[config.mk]
export PLATFORM = sky130hd
export DESIGN_NAME = game_sequencer
export DESIGN_NICKNAME = d
export VERILOG_FILES = /design/src/rtl/game_pkg.sv /design/src/rtl/bcd_counter4.sv /design/src/rtl/game_sequencer.sv
export SDC_FILE = /design/constraint.sdc
export NUM_CORES = 1
export LEC_CHECK = 0
export ABC_CLOCK_PERIOD_IN_PS = 2100
export BUFFER_PORTS_ARGS = -buffer_cell sky130_fd_sc_hd__clkbuf_2
export CORE_AREA = 2 2 65 97
export CTS_CLUSTER_DIAMETER = 80
export DETAILED_ROUTE_END_ITERATION = 8
export DIE_AREA = 0 0 67 99
export PLACE_DENSITY = 0.72
export SYNTH_ARGS = -nofsm -noshare
export SYNTH_HDL_FRONTEND = slang
export SYNTH_SLANG_ARGS = --single-unit
[constraint.sdc]
create_clock -name clk -period 2.1 [get_ports clk]
set_input_delay 0.21 -clock clk [delete_from_list [all_inputs] [get_ports clk]]
set_output_delay 0.21 -clock clk [all_outputs]
set_load 0.05 [all_outputs]
[src/rtl/game_pkg.sv]
// Shared definitions for the dinosaur game sequencer: state encodings,
// score limit, default tick divider and a packed-BCD increment helper.
package game_pkg;

    typedef enum logic [1:0] {
        ST_IDLE = 2'd0,
        ST_RUN  = 2'd1,
        ST_HIT  = 2'd2,
        ST_OVER = 2'd3
    } game_state_e;

    localparam logic [15:0] BCD_MAX          = 16'h9999;
    localparam int          TICK_DIV_DEFAULT = 524288;

    // Ripple a +1 through four BCD digits; 9 rolls to 0 and carries onward.
    function automatic logic [15:0] bcd_inc(input logic [15:0] value);
        logic [15:0] result;
        logic        carry;
        result = value;
        carry  = 1'b1;
        for (int i = 0; i < 4; i++) begin
            if (carry) begin
                if (result[i*4 +: 4] == 4'd9) begin
                    result[i*4 +: 4] = 4'd0;
                end else begin
                    result[i*4 +: 4] = result[i*4 +: 4] + 4'd1;
                    carry            = 1'b0;
                end
            end
        end
        return result;
    endfunction

endpackage

[src/rtl/bcd_counter4.sv]
// Four-digit packed BCD counter with synchronous clear and an increment
// enable; holds at 9999 instead of wrapping.
module bcd_counter4 (
    input  logic        clk,
    input  logic        rst_n,
    input  logic        clr,
    input  logic        inc,
    output logic [15:0] count
);
    import game_pkg::*;

    logic [15:0] count_q;
    logic [15:0] count_d;

    always_comb begin
        count_d = count_q;
        if (clr) begin
            count_d = '0;
        end else if (inc && (count_q != BCD_MAX)) begin
            count_d = bcd_inc(count_q);
        end
    end

    always_ff @(posedge clk or negedge rst_n) begin
        if (!rst_n) begin
            count_q <= '0;
        end else begin
            count_q <= count_d;
        end
    end

    assign count = count_q;

endmodule

[src/rtl/game_sequencer.sv]
// Dinosaur game sequencer: tick enable, IDLE/RUN/HIT/OVER state machine,
// button press detection and BCD score. GAME_SEQ_HISCORE_EN builds the high score.
module game_sequencer #(
    parameter int TICK_DIV   = game_pkg::TICK_DIV_DEFAULT,
    parameter int SCORE_DIV  = 8,
    parameter int DEAD_TICKS = 64
) (
    input  logic        clk,
    input  logic        rst_n,
    input  logic        btn_up,
    input  logic        collision,
    output logic        move_tick,
    output logic        jump_req,
    output logic [1:0]  state,
    output logic [15:0] score,
    output logic [15:0] hiscore
);
    import game_pkg::*;

    localparam int TW = $clog2(TICK_DIV);
    localparam int PW = (SCORE_DIV > 1) ? $clog2(SCORE_DIV) : 1;
    localparam int DW = $clog2(DEAD_TICKS + 1);

    localparam logic [TW-1:0] TICK_LAST  = TW'(TICK_DIV - 1);
    localparam logic [PW-1:0] PRESC_LAST = PW'(SCORE_DIV - 1);
    localparam logic [DW-1:0] DEAD_LAST  = DW'(DEAD_TICKS - 1);

    logic [TW-1:0] tick_cnt_q, tick_cnt_d;
    logic [2:0]    sync_q, sync_d;
    logic [PW-1:0] presc_q, presc_d;
    logic [DW-1:0] dead_q, dead_d;
    game_state_e   state_q, state_d;
    logic          move_tick_q, move_tick_d;
    logic          jump_req_q, jump_req_d;

    logic          tick;
    logic          press;
    logic          score_clr;
    logic          score_inc;
    logic [15:0]   score_cnt;

    // Free-running divider; never restarted by game events.
    assign tick = (tick_cnt_q == TICK_LAST);

    always_comb begin
        tick_cnt_d = tick ? '0 : tick_cnt_q + TW'(1);
    end

    // sync_q[1] is the synchronized level, sync_q[2] its previous value.
    always_comb begin
        sync_d = {sync_q[1:0], btn_up};
    end

    assign press = sync_q[1] & ~sync_q[2];

    always_comb begin
        state_d     = state_q;
        presc_d     = presc_q;
        dead_d      = dead_q;
        score_clr   = 1'b0;
        score_inc   = 1'b0;
        move_tick_d = tick && (state_q == ST_RUN);
        jump_req_d  = press && (state_q == ST_RUN);
        case (state_q)
            ST_IDLE, ST_OVER: begin
                if (press) begin
                    state_d   = ST_RUN;
                    presc_d   = '0;
                    score_clr = 1'b1;
                end
            end
            ST_RUN: begin
                if (tick) begin
                    if (collision) begin
                        state_d = ST_HIT;
                        dead_d  = '0;
                    end else if (presc_q == PRESC_LAST) begin
                        presc_d   = '0;
                        score_inc = 1'b1;
                    end else begin
                        presc_d = presc_q + PW'(1);
                    end
                end
            end
            ST_HIT: begin
                if (tick) begin
                    if (dead_q == DEAD_LAST) begin
                        state_d = ST_OVER;
                    end else begin
                        dead_d = dead_q + DW'(1);
                    end
                end
            end
            default: state_d = ST_IDLE;
        endcase
    end

    always_ff @(posedge clk or negedge rst_n) begin
        if (!rst_n) begin
            tick_cnt_q  <= '0;
            sync_q      <= '0;
            presc_q     <= '0;
            dead_q      <= '0;
            state_q     <= ST_IDLE;
            move_tick_q <= 1'b0;
            jump_req_q  <= 1'b0;
        end else begin
            tick_cnt_q  <= tick_cnt_d;
            sync_q      <= sync_d;
            presc_q     <= presc_d;
            dead_q      <= dead_d;
            state_q     <= state_d;
            move_tick_q <= move_tick_d;
            jump_req_q  <= jump_req_d;
        end
    end

    bcd_counter4 u_score (
        .clk   (clk),
        .rst_n (rst_n),
        .clr   (score_clr),
        .inc   (score_inc),
        .count (score_cnt)
    );

`ifdef GAME_SEQ_HISCORE_EN
    logic [15:0] hiscore_q, hiscore_d;
    logic        hit_entry;

    // Score is frozen on the colliding tick, so score_cnt is the final score.
    assign hit_entry = (state_q == ST_RUN) && tick && collision;

    always_comb begin
        hiscore_d = hiscore_q;
        if (hit_entry && (score_cnt > hiscore_q)) begin
            hiscore_d = score_cnt;
        end
    end

    always_ff @(posedge clk or negedge rst_n) begin
        if (!rst_n) begin
            hiscore_q <= '0;
        end else begin
            hiscore_q <= hiscore_d;
        end
    end

    assign hiscore = hiscore_q;
`else
    assign hiscore = 16'h0000;
`endif

    assign move_tick = move_tick_q;
    assign jump_req  = jump_req_q;
    assign state     = state_q;
    assign score     = score_cnt;

endmodule

==> results of run 1 <==
## critical path, delay by kind of cell, from the launching register on
family / cells / cell delay [ns]
and+or+nand+nor: 4 / 1.11
DFF: 1 / 0.41
buffers and inverters: 1 / 0.20
adders and majority gates: 1 / 0.17
AOI/OAI and AO/OA: 1 / 0.09
## placed cells by master, fill, tap and decap left out, types with 6 or more instances in the layout
cell type  netlist  final
o31ai_1          6      6
clkbuf_2         0     23
nand2_1         21     21
inv_1           14     14
nor2_1          23     23
dfrtp_1         52     44
xor2_1          13     13
dfrtp_2          0      8
nor3_1           6      6
ha_1            15     13
nand4_1          8      8
a21oi_1          8      8
nand3_1         19     18
buf_4           17     20
o21ai_0         18     18
conb_1           1     16
## what timing repair did
action | in CTS | in global routing
endpoints found under the setup margin | 0 | 19
gates resized for setup | 0 | 13
hold buffers | 1 | 1
endpoints found under the hold margin | 21 | 1
setup buffers | 0 | 7
## sequential cells by signal, summed over array words and instances (netlist names)
register and flops:
dead_q 7, jump_req 1, move_tick 1, presc_q 3
state 2, sync_q 3, tick_cnt_q 19, u_score.count 16
## synth_stat cells, types with 2 or more instances
cell,count
nand4_1,8
nand3_2,4
nor2b_1,3
o31ai_1,6
buf_4,17
a31oi_1,3
a31o_2,2
and3b_1,4
and2_1,5
inv_1,14
ha_1,15
o21ai_0,18
or4b_1,3
nor4_1,3
clkbuf_1,7
nand3_1,19
nand3b_1,4
xor2_1,13
nor2_1,23
nand2b_1,2
or3_1,4
nand2_1,21
xnor2_1,5
mux2i_1,3
mux2_2,2
dfrtp_1,52
a21oi_1,8
or4_1,4
nor3_1,6
o41ai_1,2
## where the power goes
group          switching (mW)  leakage, nW  internal (mW)
clock network           0.340       0.0479          0.233
logic                   0.389        0.866          0.200
registers              0.0170        0.681           1.03
total                   0.745         1.59           1.46
## logic make-up after synthesis
kind of cell | after synthesis | share of synthesized area, %
buf+inv | 41 | 7.94
flops | 52 | 43.7
other cells | 1 | 0.126
simple gates | 125 | 24.8
compound gates | 47 | 10.1
fa+ha+maj | 15 | 6.30
mux | 5 | 1.76
xor+xnor | 18 | 5.29
## final cells by class
| type | count | area, sq um |
|---|---|---|
| Fill cell | 541 | 2360 |
| Sequential cell | 52 | 1310 |
| Clock buffer | 5 | 68.8 |
| Multi-Input combinational cell | 226 | 1570 |
| Inverter | 14 | 52.6 |
| Clock inverter | 3 | 18.8 |
| Timing Repair Buffer | 48 | 322 |
| Tap cell | 72 | 90.1 |
## worst paths after layout
kind / start / endpoint / slack (ns) / cells after the start
worst max register to register: tick_cnt_q[1]$_DFF_PN0_ / presc_q[1]$_DFFE_PN0P_ / 0.05 / 7
max in group asynchronous: rst_n / u_score.count[14]$_DFFE_PN0P_ / 1.08 / 3
worst min register to register: sync_q[0]$_DFF_PN0_ / sync_q[1]$_DFF_PN0_ / 0.36 / 0
worst max-delay path: tick_cnt_q[1]$_DFF_PN0_ / presc_q[1]$_DFFE_PN0P_ / 0.05 / 7
min in group asynchronous: rst_n / tick_cnt_q[5]$_DFF_PN0_ / 0.44 / 2
worst min-delay path: sync_q[0]$_DFF_PN0_ / sync_q[1]$_DFF_PN0_ / 0.36 / 0
## routing by layer
layer,up-vias,share of wire [%],global-route usage [%]
li1,1125,-,-
met1,1142,42,24.5
met2,44,53,32.8
met3,14,2.9,3.20
met4,0,2.7,8.95
met5,-,0,0
==> summary.md, run 1 <==
| Metric | Value |
|---|---|
| Largest net degree at the start of global routing | 24 |
| Post-DP HPWL | 4.39 mm |
| Hold Path Class | register to register |
| Die Y | 99 um |
| Worst Path Arrival | 2.29 ns |
| Non-Filler Instances | 420 |
| Cell count after synthesis | 304 |
| Overflow left after global routing | 0 |
| Vias per cell | 5.54 |
| Slowest CP cell | or4b_1 |
| Final hold violation count | 0 |
| # DRC | 0 |
| Top Ports | 40 |
| Row cnt | 34 |
| DR iter-0 viols | 75 |
| Critical path class | register to register |
| Pwr Total | 2.20 mW |
| Utilization after layout | 59.3% |
| Final Instance Area | 3430 sq um |
| Synth Flop Type | dfrtp_1 |
| Crit path capture type | register |
| Num CTS Buffers | 5 |
| Worst Slack Setup Final | 0.0518 ns |
| Placed inst area | 3190 sq um |
| Sequential area share after synthesis | 43.7% |
| Total wire length | 5.92 mm |
| Final Setup Violations | 0 |
| Async SR Flop Fraction | 100% |
| Critical-path maximum fanout | 5 |
| Nets | 366 |
| Placer Congestion | 0.835 |
| CTS Buffer Depth | 2 |
| Area contributors post-synth | dfrtp_1 (44%), ha_1 (6.3%), buf_4 (4.3%) |
| Pwr dens | 643 nW/um^2 |
| Worst slew pin tran | 0.612 ns |
| Unique masters post-synth | 54 |
| Crit share post-route | 97.5% |
| Reg clk slew, reported paths | 0.10 ns |
| RSZ-0062 raised after global routing | true |
| Post-synthesis register bit count | 52 |
| Share of post-route cells with drive strength above 1 | 24.4% |
| Total number of vias | 2,325 |
| Status | finished clean |
| Die area | 6630 sq um |
| Pre-CTS setup slack | 0.0517 ns |
| CTS tree | yes |
| Detailed Routing Iterations Pass 1 | 5 |
| CTS root buffer | clkbuf_8 |
| Antenna diodes | 0 |
| Vias in the first global route | 2,328 |
| Routed Antenna Nets | 0 |
| Syn. warnings | 0 |
| Worst path cell trace | ha_4, nand3_4, nor4_4, buf_6, nand3_4, or4b_1, o21ai_1 |
| CTS HTree Levels | 2 |
| Die X-Extent | 67 um |
| Peak VDD IR | 0.000525 V |
| Share of the synthesized area in the top cell type | 43.7% |
| Syn_area_per_cell | 9.80 sq um |
| Num Clock Sinks | 52 |
| IO buf count | 23 |
| Rel. slew slack | 59.2% |
| Skew final | 0.0143 ns |
| Cell taking the most area after synthesis | dfrtp_1 |
| Max Clock Freq | 0.488 GHz |
| CP most frequent cell | nand3_4 |
| Global-route wire length before repair | 10.3 mm |
| Core area | 5790 sq um |
| Syn Std Cell Area | 2980 sq um |
| Leak | 1.59 nW |
| Post-route setup TNS | 0 ns |
| Max cap viols | 0 |
| Area Overhead vs Synth | 15.1% |
| EDFF count, synth | 0 |
| Clk_lat worst skew | 0.31 ns |
| Placed Cells | 402 |
| Startpoint Class | register |
| Wire length per cell | 14.1 um |
| Hold slack final | 0.355 ns |
| Final Max Slew Viols | 0 |
| Fin crit period | 2.05 ns |
| Initial antenna violation count | 0 |
| Worst endpoint required time | 2.34 ns |
| Crit path largest cell delay | 0.49 ns |
| Initial Utilization | 51.5% |
| All-Layer GR Usage | 19.7% |
(Power assumes the default switching activity.)
==> run 2: changes to the inputs <==
--- a/config.mk
+++ b/config.mk
@@ -7,11 +7,10 @@
 export LEC_CHECK = 0
 export ABC_CLOCK_PERIOD_IN_PS = 2100
 export BUFFER_PORTS_ARGS = -buffer_cell sky130_fd_sc_hd__clkbuf_2
-export CORE_AREA = 2 2 65 97
+export CORE_AREA = 2 2 74 111
 export CTS_CLUSTER_DIAMETER = 80
 export DETAILED_ROUTE_END_ITERATION = 8
-export DIE_AREA = 0 0 67 99
-export PLACE_DENSITY = 0.72
+export DIE_AREA = 0 0 76 113
 export SYNTH_ARGS = -nofsm -noshare
 export SYNTH_HDL_FRONTEND = slang
 export SYNTH_SLANG_ARGS = --single-unit
==> summary.md, run 2 (synthesis gave the netlist of run 1 again) <==
| Metric | Value |
|---|---|
| Largest net degree at the start of global routing | 33 (was 24) |
| Area Overhead vs Synth | 16.3% (was 15.1%) |
| DR iter-0 viols | 79 (was 75) |
| Final Instance Area | 3460 sq um (was 3430 sq um) |
| Placed inst area | 3260 sq um (was 3190 sq um) |
| Hold_sp | btn_up (was sync_q[0]$_DFF_PN0_) |
| Skew final | 0.00445 ns (was 0.0143 ns) |
| Crit path capture type | register (unchanged) |
| Worst endpoint required time | 2.31 ns (was 2.34 ns) |
| Final Setup Violations | 0 (unchanged) |
| Global-route wire length before repair | 10.6 mm (was 10.3 mm) |
| Pwr Total | 2.55 mW (was 2.20 mW) |
| Top Ports | 40 (unchanged) |
| Fillers | 745 (was 541) |
| Total wire length | 6.08 mm (was 5.92 mm) |
| Worst Path Arrival | 2.23 ns (was 2.29 ns) |
| Num Clock Sinks | 52 (unchanged) |
| Placer Congestion | 0.792 (was 0.835) |
| All-Layer GR Usage | 15.3% (was 19.7%) |
| Clk_lat worst skew | 0.29 ns (was 0.31 ns) |
| CTS HTree Levels | 2 (unchanged) |
| Crit path max-delay family | simple AND/OR/NAND/NOR gates (unchanged) |
| # DRC | 0 (unchanged) |
| Die X-Extent | 76 um (was 67 um) |
| Post-DP HPWL | 4.53 mm (was 4.39 mm) |
| R2R Path Start | u_score.count[8]$_DFFE_PN0P_ (was tick_cnt_q[1]$_DFF_PN0_) |
| Critical path class | register to register (unchanged) |
| Fin crit period | 2.02 ns (was 2.05 ns) |
| Startpoint Class | register (unchanged) |
| Nets | 362 (was 366) |
| Max cap viols | 0 (unchanged) |
| Most frequent cells in the layout | dfrtp_1 (44), clkbuf_2 (23), nor2_1 (22) (was dfrtp_1 (44), nor2_1 (23), clkbuf_2 (23)) |
| RSZ-0062 raised after global routing | true (unchanged) |
| Status | finished clean (unchanged) |
| Hold Path Class | input pin to register (was register to register) |
| Leak | 1.61 nW (was 1.59 nW) |
| Initial Utilization | 39.4% (was 51.5%) |
| Crit path largest cell delay | 0.51 ns (was 0.49 ns) |
| Antenna diodes | 0 (unchanged) |
| Final Max Slew Viols | 0 (unchanged) |
| Crit share post-route | 96.0% (was 97.5%) |
| Share of post-route cells with drive strength above 1 | 22.7% (was 24.4%) |
| CTS tree | yes (unchanged) |
| Core area | 7560 sq um (was 5790 sq um) |
| Worst path cell trace | ha_1, and3b_1, nand2_1, nand3_1, or4_1, a21oi_1 (was ha_4, nand3_4, nor4_4, buf_6, nand3_4, or4b_1, o21ai_1) |
| Pwr dens | 736 nW/um^2 (was 643 nW/um^2) |
| Max Clock Freq | 0.496 GHz (was 0.488 GHz) |
| Rel. slew slack | 54.0% (was 59.2%) |
| Total number of vias | 2,315 (was 2,325) |
| Routed Antenna Nets | 0 (unchanged) |
| Vias per cell | 5.19 (was 5.54) |
| Worst slew pin tran | 0.689 ns (was 0.612 ns) |
| Detailed Routing Iterations Pass 1 | 4 (was 5) |
| Peak VDD IR | 0.000381 V (was 0.000525 V) |
| Die area | 8590 sq um (was 6630 sq um) |
| Bufs and invs on worst path | 0 (was 1) |
| Worst Setup SP | u_score.count[8]$_DFFE_PN0P_ (was tick_cnt_q[1]$_DFF_PN0_) |
| Die Y | 113 um (was 99 um) |
| Overflow left after global routing | 0 (unchanged) |
| Reg clk slew, reported paths | 0.07 ns (was 0.10 ns) |
| Vias in the first global route | 2,295 (was 2,328) |
| Row cnt | 39 (was 34) |
| CTS Buffer Depth | 2 (unchanged) |
| Final hold violation count | 0 (unchanged) |
| Critical-path maximum fanout | 7 (was 5) |
| CTS root buffer | clkbuf_16 (was clkbuf_8) |
| Largest Register | tick_cnt_q (unchanged) |
| IO buf count | 23 (unchanged) |
| Wire length per cell | 13.6 um (was 14.1 um) |
| Initial antenna violation count | 0 (unchanged) |
| Max reg flops | 19 (unchanged) |
| Most common cell after layout, fill and taps aside | dfrtp_1 (unchanged) |
| Slowest CP cell | or4_1 (was or4b_1) |
| Num CTS Buffers | 5 (unchanged) |
-- run 2: through the flow --
stage | std cells | setup TNS [ns] | util (%) | hold slack, ns | setup slack [ns]
after floorplan | 319 | 0 | - | -0.0856 | 0.00564
after global placement | 436 | 0 | 43.1 | 0.235 | 0.0914
after detailed placement | 436 | 0 | 43.1 | 0.228 | 0.0438
after CTS | 445 | 0 | 45.5 | 0.0156 | 0.0417
after global routing | 446 | -0.0629 | 45.8 | 0.0127 | -0.0335
final | 446 | 0 | 45.8 | 0.0219 | 0.0849
-- run 2: what timing repair did --
| action | in CTS | in global routing |
|---|---|---|
| setup endpoints to repair | 1 | 12 |
| endpoints found under the hold margin | 20 | 0 |
| gates resized for setup | 1 | 4 |
| pin swaps | 0 | 2 |
| setup buffers | 0 | 1 |
| hold buffers | 1 | 0 |
-- run 2: layer usage --
layer	wire length (um)	part of all wire, %	global-route usage, %	vias up
li1	-	-	-	1123
met4	132	2.2	5.82	0
met1	2520	41	17.2	1142
met3	194	3.2	3.19	10
met2	3230	53	28.5	40
met5	0	0	0	-
-- run 2: final cells by class --
type | instances | area (sq um) | share of cell area, %
multi-input combinational | 226 | 1520 | 43.8
sequential | 52 | 1310 | 37.9
timing repair buffer | 44 | 292 | 8.42
clock buffer | 6 | 129 | 3.72
tap | 102 | 128 | 3.68
inverter | 14 | 52.6 | 1.52
clock inverter | 2 | 35.0 | 1.01
-- run 2: power by group --
part           switching (mW)  internal, mW
Sequential             0.0170          1.03
Clock                   0.363         0.561
Combinational           0.386         0.194
Total                   0.766          1.78
-- run 2: final timing paths --
path,end,slack [ns],cells past startpoint
setup / recovery,u_score.count[11]$_DFFE_PN0P_,0.08,6
hold / removal,sync_q[0]$_DFF_PN0_,0.02,1
setup reg to reg,u_score.count[11]$_DFFE_PN0P_,0.08,6
hold reg to reg,sync_q[1]$_DFF_PN0_,0.35,0
max in group asynchronous,u_score.count[13]$_DFFE_PN0P_,1.09,3
min in group asynchronous,u_score.count[1]$_DFFE_PN0P_,0.43,2
